### src/rtl/pulse_pkg.sv
// Shared types and helpers for the pulse decoder: length limits, FSM state
// encodings and the pulse-length to numero mapping.
package pulse_pkg;

  localparam int MAX_LEN = 8;
  localparam int CNT_W   = 4;

  typedef logic [CNT_W-1:0] len_t;

  localparam len_t MAX_LEN_L = len_t'(MAX_LEN);
  localparam len_t CNT_SAT   = '1;

  typedef enum logic [1:0] {
    W_LOW,
    IDLE,
    COUNT
  } meter_state_t;

  typedef enum logic {
    EMPTY,
    OFFER
  } offer_state_t;

  // Legal lengths are the even values 2..MAX_LEN; the saturated count is
  // always above MAX_LEN, so it lands in the illegal set as well.
  function automatic logic is_legal_len(input len_t len);
    return (len[0] == 1'b0) && (len != '0) && (len <= MAX_LEN_L);
  endfunction

  function automatic logic [1:0] len_to_numero(input len_t len);
    len_t half;
    half = len >> 1;
    return 2'(half - len_t'(1));
  endfunction

endpackage

### src/rtl/pulse_meter.sv
// Measures each high pulse on the input line and reports the decoded value
// for one cycle on the edge that samples the falling edge of the pulse.
module pulse_meter
  import pulse_pkg::*;
(
  input  logic       clock,
  input  logic       reset_,
  input  logic       in,
  output logic       res_valid,
  output logic [1:0] res,
  output logic       err
);

  meter_state_t state;
  len_t         cnt;

  // The result is combinational so the buffer can capture it on the very
  // edge that samples the end of the pulse.
  // NOTE: every always_comb output gets a default first so no path can
  // leave it unassigned and infer a latch.
  always_comb begin
    res_valid = 1'b0;
    res       = len_to_numero(cnt);
    if (state == COUNT && !in && is_legal_len(cnt)) begin
      res_valid = 1'b1;
    end
  end

  // NOTE: sequential state uses non-blocking assignments so every register
  // sees the pre-edge values of the others, independent of statement order.
  always_ff @(posedge clock) begin
    if (!reset_) begin
      state <= W_LOW;
      cnt   <= '0;
      err   <= 1'b0;
    end else begin
      err <= 1'b0;
      case (state)
        W_LOW: begin
          // Skip whatever pulse was already running when reset was released.
          if (!in) begin
            state <= IDLE;
          end
        end
        IDLE: begin
          if (in) begin
            cnt   <= len_t'(1);
            state <= COUNT;
          end
        end
        COUNT: begin
          if (in) begin
            if (cnt != CNT_SAT) begin
              cnt <= cnt + len_t'(1);
            end
          end else begin
            err   <= !is_legal_len(cnt);
            state <= IDLE;
          end
        end
        default: begin
          state <= W_LOW;
        end
      endcase
    end
  end

endmodule

### src/rtl/pulse_decoder.sv
// Recovers numero from the pulse generator's output and offers it to a
// consumer over the dav_/rfd handshake through a single-entry buffer.
module pulse_decoder
  import pulse_pkg::*;
(
  input  logic       clock,
  input  logic       reset_,
  input  logic       in,
  input  logic       rfd,
  output logic [1:0] numero,
  output logic       dav_,
  output logic       err,
  output logic       ovr
);

  logic         meter_valid;
  logic [1:0]   meter_res;
  logic         freeing;
  logic         buf_valid;
  logic [1:0]   buf_data;
  offer_state_t offer_state;

  pulse_meter u_meter (
    .clock     (clock),
    .reset_    (reset_),
    .in        (in),
    .res_valid (meter_valid),
    .res       (meter_res),
    .err       (err)
  );

  // The buffer is released on the edge where the consumer drops rfd.
  always_comb begin
    freeing = (offer_state == OFFER) && !rfd;
  end

  always_ff @(posedge clock) begin
    if (!reset_) begin
      // NOTE: the one-entry buffer is a plain register with its own valid
      // flag, so it is reset alongside the FSM rather than left uninitialised.
      offer_state <= EMPTY;
      buf_valid   <= 1'b0;
      buf_data    <= '0;
      numero      <= '0;
      dav_        <= 1'b1;
      ovr         <= 1'b0;
    end else begin
      ovr <= 1'b0;

      case (offer_state)
        EMPTY: begin
          if (buf_valid && rfd) begin
            numero      <= buf_data;
            dav_        <= 1'b0;
            offer_state <= OFFER;
          end
        end
        OFFER: begin
          if (!rfd) begin
            dav_        <= 1'b1;
            offer_state <= EMPTY;
          end
        end
      endcase

      // A new result may take the slot that is being freed on this edge;
      // otherwise it is dropped and the held value survives.
      if (meter_valid) begin
        if (!buf_valid || freeing) begin
          buf_data  <= meter_res;
          buf_valid <= 1'b1;
        end else begin
          ovr <= 1'b1;
        end
      end else if (freeing) begin
        buf_valid <= 1'b0;
      end
    end
  end

endmodule

### config.mk
export PLATFORM = sky130hd
export DESIGN_NAME = pulse_decoder
export DESIGN_NICKNAME = d
export VERILOG_FILES = /design/src/rtl/pulse_pkg.sv /design/src/rtl/pulse_meter.sv /design/src/rtl/pulse_decoder.sv
export SDC_FILE = /design/constraint.sdc
export NUM_CORES = 1
export LEC_CHECK = 0
export CAP_MARGIN = 5
export CORE_UTILIZATION = 51
export DETAILED_ROUTE_END_ITERATION = 10
export HOLD_SLACK_MARGIN = 0.15
export PLACE_DENSITY = 0.78
export REMOVE_ABC_BUFFERS = 1
export SYNTH_ARGS = -nofsm -noshare
export SYNTH_HDL_FRONTEND = slang
export SYNTH_SLANG_ARGS = --single-unit
export TNS_END_PERCENT = 5
### constraint.sdc
create_clock -name clock -period 2 [get_ports clock]
set_input_delay 0.2 -clock clock [delete_from_list [all_inputs] [get_ports clock]]
set_output_delay 0.2 -clock clock [all_outputs]
set_load 0.02 [all_outputs]
==> metrics.txt, run 1 <==
outcome=finished, final reports clean; GRT Total Usage=between 20% and 30%; # diodes=0; Pre-antenna DRT Iters=4; Setup-failing EPs final=0; GR Util met1=24.91%; critical-path cell list=inv_1 > ha_1 > nand2b_1 > a21oi_1 > or4b_4 > mux2i_1; asr flop ratio synth=0%; setup TNS=0 ns; HP Class=reg2reg; yosys synthesis warning count=0; Worst R2R Setup Slack=~0.36 ns; clk_skew=between 0.006 and 0.007 ns; Max Cap Viol=0; Residual DRC=0; synthesized flop and latch total=15; Post-synth EDFFs=0; crit start category=flop; Worst slew margin=69.98%; CTS Hold Bufs=0; Reg-to-Reg Start=u_meter.cnt[0]; PD cells=about 630 nW/um^2; total vias in the final route=around 540; Int Pwr=0.3982 mW; DRT antenna net count=0; Seq pwr share=~60%; Hold Fails Final Rpt=0; Sw Ratio=22.78%; gp weighted congestion=between 0.8 and 0.9; Synth Area per Inst=about 9.2 um^2; fin. max-slew vios=0; sequential cell area=300.3 um^2; Reg2Reg Depth=6; Clk Latency, worst-skew pair=~0.28 ns; CP max-delay cell=or4b_4; Die H=about 40 um; net count reported at finish=94; crit path max fanout=5; GR Util met3=between 10% and 20%; drt wl/cell=between 10 and 15 um; Crit. End Element=flop; reg2reg end=buf_data[1]; Worst EP arrival=1.81 ns; Final HPWL DP=roughly 890 um; Ports=9; largest net degree at the start of global routing=16; cells after synthesis=75; Psw=0.1175 mW; TritonCTS clock tree=yes; first-pass GRT wire length=about 2000 um; GRT Residual Overflow=0; Cell Rows=12; ratio of cells with drive above 1 in the final layout=approximately 5.8%; initial antenna violation count=0; post-cts resize count=0; fill count=92; hold path startpoint=buf_data[1]; gr busiest metal=met2; area grow syn2layout=17.87%; data required time of the worst path=approximately 2.2 ns; CP Launch Point=u_meter.cnt[0]; Syn Std Cell Area=693.2 um^2; RSZ-0062 raised after global routing=false; Final Cell Area=between 800 and 900 um^2; Die ar.=between 1500 and 2000 um^2; multi-input logic area=between 300 and 400 um^2; Top FF cell, synth=dfxtp_1; fmax=610.1 MHz; Worst path max stage delay=roughly 0.51 ns; CP Capture Point=buf_data[1]; hold_ws=0.4775 ns; Die X=roughly 39 um; CTS buffer count=3; number of global-route vias before repair=430; Logic pwr share=between 7 and 8%; core area=1186 um^2; hold path depth=2; starting density of the core=about three fifths; Least-Margin Pin Slew=approximately 0.45 ns; global-route met2 utilization=29.17%; clk sinks=15; H-Tree Depth=1; clock edge transition at the registers on the reported setup and hold paths=approximately 0.080 ns; worst vdd ir=0.4784 mV; Setup CP Type=reg2reg; initial detailed-routing violation count=13; Seq/Total Area, Yosys=a little over two fifths; placed instance area=790.8 um^2; clock power share=32.9%; Tmin final=roughly 1.6 ns; Root Buffer Master=clkbuf_4; routed wire length=between 1000 and 1500 um; leak pwr=0.3595 nW; period utilization=around four fifths; routed vias/inst=5.380; Distinct cells, synth=25; Setup Buffers After CTS=0; port buffer count=8; clk buf depth=2
synthesized netlist by cell type, types with 2 or more instances:
master	count	area (um^2)
nand3b_1	2	15.01
a21oi_1	3	15.01
dfxtp_1	15	300.3
nand2b_1	6	37.54
xor2_1	2	17.52
nor2_1	5	18.77
inv_1	3	11.26
nand3_1	4	20.02
ha_1	3	37.54
nand4b_1	2	17.52
mux2i_1	4	40.04
and3_1	2	12.51
nand2_1	7	26.28
o21ai_0	3	15.01
clkbuf_1	2	7.510
nor2b_1	3	18.77
layout by cell type (no fill, tap or decap), types with 2 or more instances in the layout:
cell type        instances
dfxtp_1                 15
clkdlybuf4s50_1          8
nand2_1                  7
nand2b_1                 6
nor2_1                   5
nand3_1                  4
mux2i_1                  4
inv_1                    3
nor2b_1                  3
a21oi_1                  3
o21ai_0                  3
ha_1                     3
clkbuf_4                 3
nand3b_1                 2
nand4b_1                 2
xor2_1                   2
and3_1                   2
stage by stage:
| stage | total power [mW] | util [%] | std cells | setup slack (ns) |
|---|---|---|---|---|
| detailed placement | 0.3520 | 66.67 | 96 | 0.3497 |
| finish | 0.5157 | 68.88 | 100 | 0.3610 |
| floorplan | 0.3333 | - | 73 | 0.4888 |
| CTS | 0.5233 | 68.88 | 100 | 0.3614 |
| global placement | 0.3516 | 66.67 | 96 | 0.3734 |
| global route | 0.5404 | 68.88 | 100 | 0.2737 |
power by group through the flow:
| stage | logic (mW) | registers (mW) | clock network [mW] |
|---|---|---|---|
| after floorplan | 0.0197 | 0.314 | 0 |
| after global placement | 0.0373 | 0.314 | 0 |
| after detailed placement | 0.0373 | 0.315 | 0 |
| after CTS | 0.0379 | 0.308 | 0.178 |
| after global routing | 0.0422 | 0.309 | 0.190 |
| final | 0.0380 | 0.308 | 0.170 |
state kept, by name, indices dropped and copies added (netlist names):
signal / count
u_meter.state: 2
offer_state: 1
u_meter.cnt: 4
u_meter.err: 1
dav_: 1
ovr: 1
buf_valid: 1
buf_data: 2
numero: 2
worst max-delay path: cells and delay by family, from the launching register on:
family	cells	cell delay (ns)
DFF	1	0.41
and+or+nand+nor	2	0.59
AOI/OAI and AO/OA	1	0.09
muxes	1	0.14
adders and majority gates	1	0.21
buffers and inverters	1	0.10
cells by family after synthesis:
group | share of synthesized area [%]
AOI/OAI and AO/OA | 10.47
xor gates and xnor gates | 2.528
adders and majority gates | 5.416
buffers and inverters | 2.708
DFF | 43.32
muxes | 5.776
and+or+nand+nor | 29.79
area by class of cell:
cell class / count / area share [%]
Sequential cell: 15 / 36.75
Inverter: 3 / 1.378
Timing Repair Buffer: 9 / 10.72
Multi-Input combinational cell: 55 / 45.79
Tap cell: 14 / 2.144
Clock buffer: 4 / 3.216
worst min-delay path by stage:
stage                       end  slack [ns]
floorplan                  dav_        0.26
global placement    buf_data[1]        0.45
detailed placement  buf_data[1]        0.47
CTS                 buf_data[1]        0.48
global route        buf_data[0]        0.49
finish              buf_data[1]        0.48
layer usage:
metal | vias to the layer above | share of wire, %
met5 | - | 0
met2 | 17 | 44
met3 | 2 | 5.8
li1 | 283 | -
met1 | 236 | 49
met4 | 0 | 0.72
Power figures use the tool's default switching activity.
==> run 2: changes to the inputs <==
- CORE_UTILIZATION: 51 -> 46
- PLACE_DENSITY: 0.78 -> 0.74
- clock period: 2 -> 1.5 ns (I/O delays scaled with it)
==> run 2 against run 1 <==
  * The flow now finishes with violations (setup timing)
  * Clock skew down 0.0027 ns
  * Sequential cell count unchanged
  * First-iteration DRC count up 130%
  * Global-route usage up 0.94 points
  * Final area up 13%
  * Clock power up 36%
  * Combinational power up 96%
  * Utilization down 0.76 points
  * Cell count up 12%
  * Maximum frequency up 7.9%
  * Count of clock-buffer cells in the layout unchanged
  * Worst hold slack worse by 0.0045 ns
  * Highest routed layer unchanged
==> metrics.txt, run 2 (synthesis gave the netlist of run 1 again) <==
starting density of the core=between 50% and 60%; port buffer count=8; total vias in the final route=618; CP max-delay cell=or4b_4; Root Buffer Master=clkbuf_4; crit start category=flop; GRT Residual Overflow=0; Worst R2R Setup Slack=-0.02 ns; Max Cap Viol=0; overall power=~0.71 mW; Die ar.=roughly 1700 um^2; period utilization=101.2%; H-Tree Depth=1; largest net degree at the start of global routing=11; Setup CP Type=reg2reg; initial antenna violation count=0; CTS Hold Bufs=0; initial detailed-routing violation count=30; Reg2Reg Depth=6; Worst slew margin=roughly 80%; Pre-antenna DRT Iters=4; # diodes=0; Worst path max stage delay=~0.5 ns; PD cells=774.9 nW/um^2; Clk Latency, worst-skew pair=0.28 ns; Die H=40.82 um; clock edge transition at the registers on the reported setup and hold paths=0.09 ns; crit path max fanout=3; clk_skew=about 0.0036 ns; Die X=40.82 um; Cell Rows=13; Least-Margin Pin Slew=around 0.31 ns; fin. max-slew vios=0; critical-path cell list=inv_2 > ha_4 > and4bb_1 > a21oi_2 > or4b_4 > mux2i_1; GR Util met1=roughly 27%; Reg-to-Reg Start=u_meter.cnt[0]; final worst slack=-0.01834 ns; failing checks=setup timing; net count reported at finish=between 100 and 150; CP Capture Point=buf_data[0]; fmax=roughly 660 MHz; most frequent cells in the layout=dfxtp_1 (13), buf_4 (12), clkdlybuf4s50_1 (8); Residual DRC=0; HP Class=in2reg; reg2reg end=buf_data[0]; Worst EP arrival=1.70 ns; area grow syn2layout=32.67%; drt wl/cell=around 13 um; global-route met2 utilization=a little under a third; gp weighted congestion=~0.86; Tmin final=1.518 ns; fill count=roughly 110; routed vias/inst=~5.5; Ports=9; first-pass GRT wire length=around 2200 um; ratio of cells with drive above 1 in the final layout=22.68%; outcome=complete, but fails checks; clk sinks=15; GRT Total Usage=a little over a fifth; data required time of the worst path=1.68 ns; gr busiest metal=met2; max FFs per register=4; worst vdd ir=approximately 0.58 mV; number of global-route vias before repair=between 500 and 600; Final HPWL DP=1044 um; CP Launch Point=u_meter.cnt[0]; Top reg by flops=u_meter.cnt; Setup-failing EPs final=2; hold path depth=2; routed wire length=1464 um; leak pwr=between 0.4 and 0.5 nW; TritonCTS clock tree=yes; DRT antenna net count=0; hold_ws=around 0.47 ns; Crit. End Element=flop; GR Util met3=around 6.5%; CTS buffer count=3; commonest non-fill, non-tap cell in the layout=dfxtp_1; RSZ-0062 raised after global routing=true; Hold Fails Final Rpt=0; core area=roughly 1400 um^2; clk buf depth=2; setup TNS=-0.03278 ns
## run 2: changes by cell type in the layout (fill, tap and decap cells not counted), sizes merged
cell	before	now
buf	1	12
## run 2: cell type report
type                       count  area, um^2  area share [%]
clock buffer                   4       26.28           2.857
inverter                       3       11.26           1.224
sequential                    15       302.8           32.93
multi-input combinational     55       390.4           42.45
timing repair buffer          20       170.2           18.50
tap                           15       18.77           2.041
## run 2: what timing repair did
item / CTS / global route
endpoints found under the setup margin: 2 / 2
gates resized for setup: 6 / 1
pin swaps: 2 / 2
buffers inserted: 1 / 2
## run 2: metrics by stage
stage | util, % | std cells | setup slack, ns | cell area (um^2)
after floorplan | - | 73 | -0.01120 | 685.7
after global placement | 63.11 | 105 | -0.06879 | 852.1
after detailed placement | 63.11 | 105 | -0.09185 | 852.1
after CTS | 66.73 | 110 | -0.04600 | 900.9
after global routing | 68.12 | 112 | -0.07770 | 919.6
final | 68.12 | 112 | -0.01834 | 919.6
## run 2: layer usage
layer,vias to the layer above,wire [um]
li1,308,-
met1,281,715
met2,24,645
met3,5,71
met4,0,31
met5,-,0
## run 2: worst min path at each step
stage,start,end,slack (ns)
2_1_floorplan,reset_,dav_,0.21
3_3_place_gp,buf_data[0],buf_data[0],0.46
3_5_place_dp,buf_data[1],buf_data[1],0.47
4_1_cts,rfd,offer_state,0.47
5_1_grt,rfd,offer_state,0.49
6_report,rfd,offer_state,0.47
## run 2: worst max-delay path, delay by kind of cell (launching register included)
| family | cells | cell delay [ns] |
|---|---|---|
| compound gates | 1 | 0.04 |
| fa+ha+maj | 1 | 0.13 |
| buf+inv | 1 | 0.07 |
| flops | 1 | 0.33 |
| mux | 1 | 0.13 |
| simple gates | 2 | 0.71 |
## run 2: report_power, final
group | leakage [nW] | switching, mW | internal, mW
clock | 0.0150 | 0.127 | 0.103
combinational | 0.277 | 0.0353 | 0.0389
sequential | 0.122 | 0.00416 | 0.404
total | 0.414 | 0.167 | 0.546
